**src/rtl/font_rom_scheduler.sv**
```systemverilog
// Shares one synchronous font ROM among prioritised text-field requesters and
// produces registered VGA pixel colour, with a frame-based blink for edited fields.
module font_rom_scheduler #(
    parameter int NUM_REQ      = 8,
    parameter int ROM_LAT      = 1,
    parameter int BLINK_FRAMES = 30
) (
    input  logic                 CLK,
    input  logic                 RESET,
    input  logic                 i_video_on,
    input  logic                 i_frame_tick,
    input  logic [NUM_REQ-1:0]   i_req_on,
    input  logic [7*NUM_REQ-1:0] i_req_char,
    input  logic [4*NUM_REQ-1:0] i_req_row,
    input  logic [3*NUM_REQ-1:0] i_req_bit,
    input  logic [3*NUM_REQ-1:0] i_req_color,
    input  logic [NUM_REQ-1:0]   i_edit_sel,
    output logic [10:0]          o_rom_addr,
    input  logic [7:0]           i_rom_data,
    output logic [2:0]           o_graph_rgb,
    output logic [NUM_REQ-1:0]   o_grant,
    output logic                 o_conflict,
    output logic                 o_blink_phase
);

    localparam int IW = (NUM_REQ > 1) ? $clog2(NUM_REQ) : 1;
    localparam int CW = (BLINK_FRAMES > 1) ? $clog2(BLINK_FRAMES) : 1;
    // Side-info word: {bit, color, hit, blank, conflict, grant}
    localparam int SW = 9 + NUM_REQ;

    logic [IW-1:0]      w_win;
    logic               w_hit;
    logic               w_multi;
    logic [NUM_REQ-1:0] w_grant;
    logic [6:0]         w_char;
    logic [3:0]         w_row;
    logic [2:0]         w_bit;
    logic [2:0]         w_color;
    logic               w_blank;

    logic [10:0]        r_rom_addr;
    logic [SW-1:0]      r_side [0:ROM_LAT];
    logic [2:0]         r_graph_rgb;
    logic [NUM_REQ-1:0] r_grant;
    logic               r_conflict;
    logic [CW-1:0]      r_blink_cnt;
    logic               r_blink_phase;

    logic [2:0]         w_d_bit;
    logic [2:0]         w_d_color;
    logic               w_d_hit;
    logic               w_d_blank;
    logic               w_d_conflict;
    logic [NUM_REQ-1:0] w_d_grant;
    logic               w_lit;

    always_comb begin
        w_win = '0;
        // Descending scan so the lowest requesting index is the last write.
        for (int i = NUM_REQ - 1; i >= 0; i--) begin
            if (i_req_on[i]) w_win = IW'(i);
        end
        w_hit   = (|i_req_on) & i_video_on;
        w_multi = i_video_on & ((i_req_on & (i_req_on - NUM_REQ'(1))) != '0);
        w_grant = w_hit ? (NUM_REQ'(1) << w_win) : '0;
        w_char  = i_req_char[w_win*7 +: 7];
        w_row   = i_req_row[w_win*4 +: 4];
        w_bit   = i_req_bit[w_win*3 +: 3];
        w_color = i_req_color[w_win*3 +: 3];
        w_blank = i_edit_sel[w_win] & r_blink_phase;
    end

    assign w_d_grant    = r_side[ROM_LAT][NUM_REQ-1:0];
    assign w_d_conflict = r_side[ROM_LAT][NUM_REQ];
    assign w_d_blank    = r_side[ROM_LAT][NUM_REQ+1];
    assign w_d_hit      = r_side[ROM_LAT][NUM_REQ+2];
    assign w_d_color    = r_side[ROM_LAT][NUM_REQ+5:NUM_REQ+3];
    assign w_d_bit      = r_side[ROM_LAT][NUM_REQ+8:NUM_REQ+6];
    assign w_lit        = i_rom_data[3'd7 - w_d_bit];

    always_ff @(posedge CLK or posedge RESET) begin
        if (RESET) begin
            r_rom_addr  <= '0;
            for (int k = 0; k <= ROM_LAT; k++) r_side[k] <= '0;
            r_graph_rgb <= '0;
            r_grant     <= '0;
            r_conflict  <= 1'b0;
        end else begin
            r_rom_addr <= w_hit ? {w_char, w_row} : 11'h000;
            r_side[0]  <= {w_bit, w_color, w_hit, w_blank, w_multi, w_grant};
            for (int k = 1; k <= ROM_LAT; k++) r_side[k] <= r_side[k-1];
            r_graph_rgb <= (w_d_hit && !w_d_blank && w_lit) ? w_d_color : 3'b000;
            r_grant     <= w_d_grant;
            r_conflict  <= w_d_conflict;
        end
    end

    always_ff @(posedge CLK or posedge RESET) begin
        if (RESET) begin
            r_blink_cnt   <= '0;
            r_blink_phase <= 1'b0;
        end else if (i_frame_tick) begin
            if (r_blink_cnt == CW'(BLINK_FRAMES - 1)) begin
                r_blink_cnt   <= '0;
                r_blink_phase <= ~r_blink_phase;
            end else begin
                r_blink_cnt <= r_blink_cnt + CW'(1);
            end
        end
    end

    assign o_rom_addr    = r_rom_addr;
    assign o_graph_rgb   = r_graph_rgb;
    assign o_grant       = r_grant;
    assign o_conflict    = r_conflict;
    assign o_blink_phase = r_blink_phase;

endmodule
```
**config.mk**
```make
export PLATFORM = sky130hd
export DESIGN_NAME = font_rom_scheduler
export DESIGN_NICKNAME = d
export VERILOG_FILES = /design/src/rtl/font_rom_scheduler.sv
export SDC_FILE = /design/constraint.sdc
export NUM_CORES = 1
export LEC_CHECK = 0
export ABC_AREA = 1
export CORE_ASPECT_RATIO = 1.25
export CORE_UTILIZATION = 35
export CTS_BUF_LIST = sky130_fd_sc_hd__clkbuf_8
export DETAILED_ROUTE_END_ITERATION = 16
export PLACE_DENSITY = 0.7
export SKIP_LAST_GASP = 1
export SLEW_MARGIN = 20
export SYNTH_ARGS = -nofsm -noshare
export SYNTH_HDL_FRONTEND = slang
export SYNTH_SLANG_ARGS = --single-unit
```
**constraint.sdc**
```tcl
create_clock -name CLK -period 3.7 [get_ports CLK]
set_input_delay 1.11 -clock CLK [delete_from_list [all_inputs] [get_ports CLK]]
set_output_delay 1.11 -clock CLK [all_outputs]
set_load 0.03 [all_outputs]
```
; ---- Yosys cells after proc, flatten, opt, wreduce, memory -nomap -nowiden
; Index checks and enable logic that the tools add are counted.
[totals]
out_inout_bits = 24
register_bits = 63
in_bits = 164
[op_classes]
n_shift = 5
n_reduce_logical = 6
eq_ne = 1
n_mux = 16
bitwise_logic = 5
magnitude_cmp = 2
mul = 2
addsub = 3
[ops]
columns = operator, count
row1 = indexed part select 56 x 7 -> 7 bit, 1
row2 = indexed part select 24 x 6 -> 3 bit, 2
row3 = indexed part select 32 x 6 -> 4 bit, 1
row4 = 2-to-1 mux 3 bit, 9
row5 = 2-to-1 mux 11 bit, 1
row6 = bitwise AND 8 bit, 1
row7 = less-than comparator 3 x 4 -> 1 bit (second input constant), 2
row8 = 2-to-1 mux 8 bit, 1
row9 = nonzero test 8 bit, 1
row10 = OR reduction 8 bit, 1
row11 = left shift 1 x 3 -> 8 bit (first input constant), 1
row12 = subtractor 8 x 1 -> 8 bit (second input constant), 1
row13 = binary-select mux 1 bit (select 3 bit), 2
row14 = multiplier 3 x 3 -> 6 bit (second input constant), 1
row15 = adder 5 x 1 -> 5 bit (second input constant), 1
row16 = equality test 5 bit (second input constant), 1
row17 = multiplier 3 x 2 -> 5 bit (second input constant), 1
row18 = 2-to-1 mux 5 bit, 1
row19 = bitwise AND 1 bit, 3
row20 = subtractor 3 bit (first input constant), 1
row21 = logical AND 1 bit, 2
row22 = 2-to-1 mux 1 bit, 2
row23 = AND reduction 2 bit, 1
row24 = zero test 1 bit, 1
row25 = NOT 1 bit, 1

; ---- Logic depth before layout (Yosys ltp)
[depth]
ltp_word = 11
ltp_mapped = 14

; ---- Worst setup path after synthesis
; Ideal clock, no wire load.
[synth_path]
path_kind = input to register
start = in i_req_on[7]
end = reg r_side[28] (netlist name)
required_ns = 3.587
arrival_ns = 2.170
stages = 14
n_path_buf = 2
slack_ns = 1.417
cell_sequence = inv_1 nand2_1 nand2_1 nand2_1 nand2_4 inv_2 buf_6 buf_6 nand3_1 nand2_1 a21oi_1 nand3_1 nand2_1 inv_1
[synth_via]
elab_chain_len = 10
[synth_rtl]
columns = item, line_no
row1 = start: declaration, 12  ; input logic [NUM_REQ-1:0] i_req_on,
row2 = 2-to-1 mux 3 bit (8 in a row), 61  ; if (i_req_on[i]) w_win = IW'(i);
row3 = multiplier 3 x 2 -> 5 bit, 69  ; w_color = i_req_color[w_win*3 +: 3];
row4 = indexed part select 24 x 6 -> 3 bit, 69
row5 = net w_color[0], 38  ; logic [2:0] w_color;
row6 = end: declaration, 42  ; logic [SW-1:0] r_side [0:ROM_LAT];
; The timed path passes the listed nets, and every way through them passes these cells.
; A chain may end at the register's enable or synchronous reset.

; ---- Worst setup path after layout
[layout_path]
start = in i_req_on[5]
end = reg r_rom_addr[9], in the netlist o_rom_addr[9]
[layout_via]
elab_chain_len = 9
elab_cells_between_ends = 11
[layout_rtl]
columns = item, line_no
row1 = 2-to-1 mux 3 bit (6 in a row), 61
row2 = multiplier 3 x 3 -> 6 bit, 66  ; w_char = i_req_char[w_win*7 +: 7];
row3 = indexed part select 56 x 7 -> 7 bit, 66
row4 = 2-to-1 mux 11 bit *, 89  ; r_rom_addr <= w_hit ? {w_char, w_row} : 11'h000;
row5 = end signal: assignment, 89
row6 = end: declaration, 41  ; logic [10:0] r_rom_addr;
; Every way passes the cells marked *; elsewhere a longest branch is shown, timed or not.

==> results.py <==
metrics = {
    "status": {
        "run_status": "finished, final reports clean",
    },
    "timing": {
        "setup_repair_after_global_routing_missed_its_margin": "no",
        "fmax_ghz": 0.332,
        "timing_worst_slew_pin_value_ns": 0.715,
        "holdWs_ns": 0.347,
        "skew_final_ns": 0.00567,
        "final.min_clock_period_ns": 3.01,
        "final.period_utilization_pct": 81.4,
        "relSlewSlack_pct": 52.3,
        "setup_slack_ns": 0.688,
        "slew_violations": 0,
        "finalHoldViolCount": 0,
        "final_setup_tns_ns": 0,
        "timing.final.setup_violations": 0,
    },
    "yosys": {
        "synth.distinct_cells": 33,
        "synth_compound_area_share_pct": 7.24,
        "synth_simple_gate_area_share_pct": 35.1,
        "syn_avg_cell_area_sq_um": 7.19,
        "synth_nets": 688,
        "number_of_flip_flops_and_latches_in_the_synthesized_netlist": 63,
        "xor_xnor_fraction_of_synth_area_pct": 0.700,
        "synth_top_family_by_area": "simple AND/OR/NAND/NOR gates",
        "post_synth_mux_area_share_pct": 0,
        "syn_area_sq_mm": 0.00375,
        "synthesis.instances": 522,
        "synthesis.yosys.warnings": 0,
        "synth_adder_area_share_pct": 0.667,
        "synth.yosys.seq_area_share_pct": 42.0,
    },
    "die": {
        "initial_utilization_pct": 36.6,
        "coreArea_sq_mm": 0.0103,
        "number_of_primary_i_o_pins": 188,
        "fp.dieW_microns": 94.6,
        "die_h_microns": 118,
        "rows": 41,
        "die_area_sq_mm": 0.0111,
    },
    "worst_setup_path": {
        "worst_setup_path_start_kind": "input port",
        "sort_of_element_at_the_end_of_the_critical_path": "register",
        "crit_path_dat_ns": 3.24,
        "r2r_cells": 5,
        "startpoint_of_the_lowest_slack_register_to_register_path": "r_blink_cnt[1]$_DFFE_PP0P_",
        "critPathLaunch": "i_req_on[5]",
        "critical_setup_path_kind": "in -> reg",
        "worstPathMaxFanout": 29,
        "required_ns": 3.93,
    },
    "layout": {
        "layout.nets": 875,
        "finish.cell_count_without_fillers": 843,
        "antennaDiodeCount": 0,
        "drive_above_1_share_pct": 6.58,
        "layout-area-overhead-vs-synth_pct": 57.2,
    },
    "clock_tree": {
        "clock_path_buffers": 2,
        "clkSinkCount": 63,
        "clk_pin_slew_ns": 0.07,
        "clk_latency_ns": 0.34,
        "cts_buffers": 9,
        "ctsRootBufferMaster": "sky130_fd_sc_hd__clkbuf_8",
        "setup_fix_bufs_post_cts": 0,
        "tritoncts": "yes",
        "clock_tree.htree_level_count": 3,
        "cts_resized": 0,
        "cts_hold_repair.buffers": 0,
    },
    "detailed_routing": {
        "avgViaCountPerCell": 4.74,
        "initialDrtViolationCount": 223,
        "vias": 3994,
        "drc": 0,
        "wirelength_microns": 11900,
        "detail_routed_net_length_per_standard_cell_microns": 14.1,
        "firstDrtPassIters": 5,
        "postRouteAntennaNets": 0,
    },
    "global_routing": {
        "grt_antenna_before_repair": 0,
        "globalRouteTotalUtil_pct": 21.8,
        "grt_first_pass_wirelength_microns": 18600,
        "first_global_vias": 3984,
        "globalRouteOverflowTotal": 0,
        "grt_max_degree": 37,
    },
    "flow_run": {
        "maxCapViolations": 0,
    },
    "place": {
        "post-dp-hpwl_microns": 9580,
        "globalplace.congestion": 0.878,
        "port_buffers": 187,
        "place_worst_setup_slack_ns": 0.328,
        "dp.cells": 827,
    },
    "pwr": {
        "fin_total_pwr_mw": 1.93,
        "ir_drop_uv": 153,
        "cellLeakagePower_nw": 2.94,
        "pwr_density_cell_mw_per_mm2": 327,
    },
    "hold_path": {
        "hold_class": "reg -> reg",
        "worstHoldStart": "r_side[29]$_DFF_PP0_",
        "hold_depth": 0,
    },
}
## worst max-delay path, cell delays in order
cell                              delay [ns]
sky130_fd_sc_hd__clkdlybuf4s50_1        0.52
sky130_fd_sc_hd__inv_2                  0.06
sky130_fd_sc_hd__nand2_1                0.08
sky130_fd_sc_hd__nand3_1                0.07
sky130_fd_sc_hd__nand2_1                0.10
sky130_fd_sc_hd__nand2_4                0.19
sky130_fd_sc_hd__nand2_4                0.14
sky130_fd_sc_hd__nand2_4                0.16
sky130_fd_sc_hd__nor2_4                 0.11
sky130_fd_sc_hd__buf_4                  0.32
sky130_fd_sc_hd__inv_1                  0.12
sky130_fd_sc_hd__o211ai_1               0.18
sky130_fd_sc_hd__nand2_1                0.07
## sequential cells by signal, indices dropped and copies added, names as in the netlist
signal	flops
o_rom_addr	11
o_graph_rgb	3
r_blink_cnt	5
r_side	34
o_grant	8
o_blink_phase	1
o_conflict	1
## Yosys cell counts
cell                        number  area share [%]
sky130_fd_sc_hd__a21oi_1        18             2.4
sky130_fd_sc_hd__a21oi_4         1            0.43
sky130_fd_sc_hd__a221oi_1        1            0.23
sky130_fd_sc_hd__a22oi_1         1            0.20
sky130_fd_sc_hd__a41oi_1         1            0.23
sky130_fd_sc_hd__buf_1           2            0.20
sky130_fd_sc_hd__buf_2           9             1.2
sky130_fd_sc_hd__buf_4           2            0.40
sky130_fd_sc_hd__buf_6           5             1.5
sky130_fd_sc_hd__clkbuf_1        3            0.30
sky130_fd_sc_hd__dfrtp_1        63              42
sky130_fd_sc_hd__ha_1            2            0.67
sky130_fd_sc_hd__inv_1         100              10
sky130_fd_sc_hd__inv_2           7            0.70
sky130_fd_sc_hd__nand2_1       134              13
sky130_fd_sc_hd__nand2_4         4             1.2
sky130_fd_sc_hd__nand3_1        50             6.7
sky130_fd_sc_hd__nand3b_1       32             6.4
sky130_fd_sc_hd__nand4_1         2            0.33
sky130_fd_sc_hd__nor2_1         44             4.4
sky130_fd_sc_hd__nor2_2          2            0.33
sky130_fd_sc_hd__nor2_4          5             1.5
sky130_fd_sc_hd__nor3_1          5            0.67
sky130_fd_sc_hd__o2111ai_1       1            0.23
sky130_fd_sc_hd__o211ai_1        1            0.20
sky130_fd_sc_hd__o21ai_0        17             2.3
sky130_fd_sc_hd__o21ai_1         2            0.27
sky130_fd_sc_hd__o21bai_1        1            0.20
sky130_fd_sc_hd__o221ai_1        1            0.23
sky130_fd_sc_hd__o22ai_1         2            0.33
sky130_fd_sc_hd__or2_2           1            0.17
sky130_fd_sc_hd__xnor2_1         1            0.23
sky130_fd_sc_hd__xor2_1          2            0.47
## cell type report
type,instances,area (sq um)
sequential,63,1580
fill,956,4360
clock inverter,7,48.8
clock buffer,9,124
timing repair buffer,197,1950
tap,129,161
inverter,107,402
multi-input combinational,331,1640
## per-layer routing
layer	up-vias	global-route usage, %	wire [microns]
met3	27	3.10	682
met1	1804	25.5	4680
li1	1976	-	-
met5	-	0	0
met2	187	38.2	6140
met4	0	10.7	385
## report_power, final
part	switching [mW]	internal, mW
Combinational	0.287	0.304
Clock	0.273	0.243
Sequential	0.0516	0.770
## path summary, 6_finish.rpt
path	to	slack [ns]
max reg2reg	o_blink_phase$_DFFE_PP0P_	2.40
min	r_side[12]$_DFF_PP0_	0.35
min in group asynchronous	o_grant[7]$_DFF_PP0_	1.21
min reg2reg	r_side[12]$_DFF_PP0_	0.35
max	o_rom_addr[9]$_DFF_PP0_	0.69
max in group asynchronous	r_side[13]$_DFF_PP0_	1.82
## cell usage in the layout (no fill, tap or decap), types with 2 or more instances in the layout
| cell type | n |
|---|---|
| sky130_fd_sc_hd__clkbuf_8 | 9 |
| sky130_fd_sc_hd__nand3b_1 | 32 |
| sky130_fd_sc_hd__clkinv_2 | 3 |
| sky130_fd_sc_hd__dfrtp_1 | 63 |
| sky130_fd_sc_hd__inv_2 | 8 |
| sky130_fd_sc_hd__nor2_1 | 44 |
| sky130_fd_sc_hd__xor2_1 | 2 |
| sky130_fd_sc_hd__buf_4 | 10 |
| sky130_fd_sc_hd__nor2_4 | 5 |
| sky130_fd_sc_hd__a21oi_1 | 18 |
| sky130_fd_sc_hd__nor2_2 | 2 |
| sky130_fd_sc_hd__nand2_1 | 134 |
| sky130_fd_sc_hd__ha_1 | 2 |
| sky130_fd_sc_hd__o21ai_0 | 17 |
| sky130_fd_sc_hd__inv_1 | 99 |
| sky130_fd_sc_hd__o21ai_1 | 2 |
| sky130_fd_sc_hd__clkdlybuf4s50_1 | 187 |
| sky130_fd_sc_hd__nand2_4 | 4 |
| sky130_fd_sc_hd__nand3_1 | 50 |
| sky130_fd_sc_hd__clkinv_4 | 2 |
| sky130_fd_sc_hd__o22ai_1 | 2 |
| sky130_fd_sc_hd__nor3_1 | 5 |
| sky130_fd_sc_hd__nand4_1 | 2 |
## through the flow
stage                     cell area [sq um]  util, %
final                                  5900     57.5
after floorplan                        3750        -
after global routing                   5900     57.5
after global placement                 5730     55.8
after detailed placement               5730     55.8
after CTS                              5900     57.5
## logic make-up after synthesis
kind of cell	count (synthesis)
compound gates	47
xor+xnor	3
fa+ha+maj	2
buf+inv	128
flops	63
simple gates	279
No activity file was read; power rests on OpenSTA's default activity.
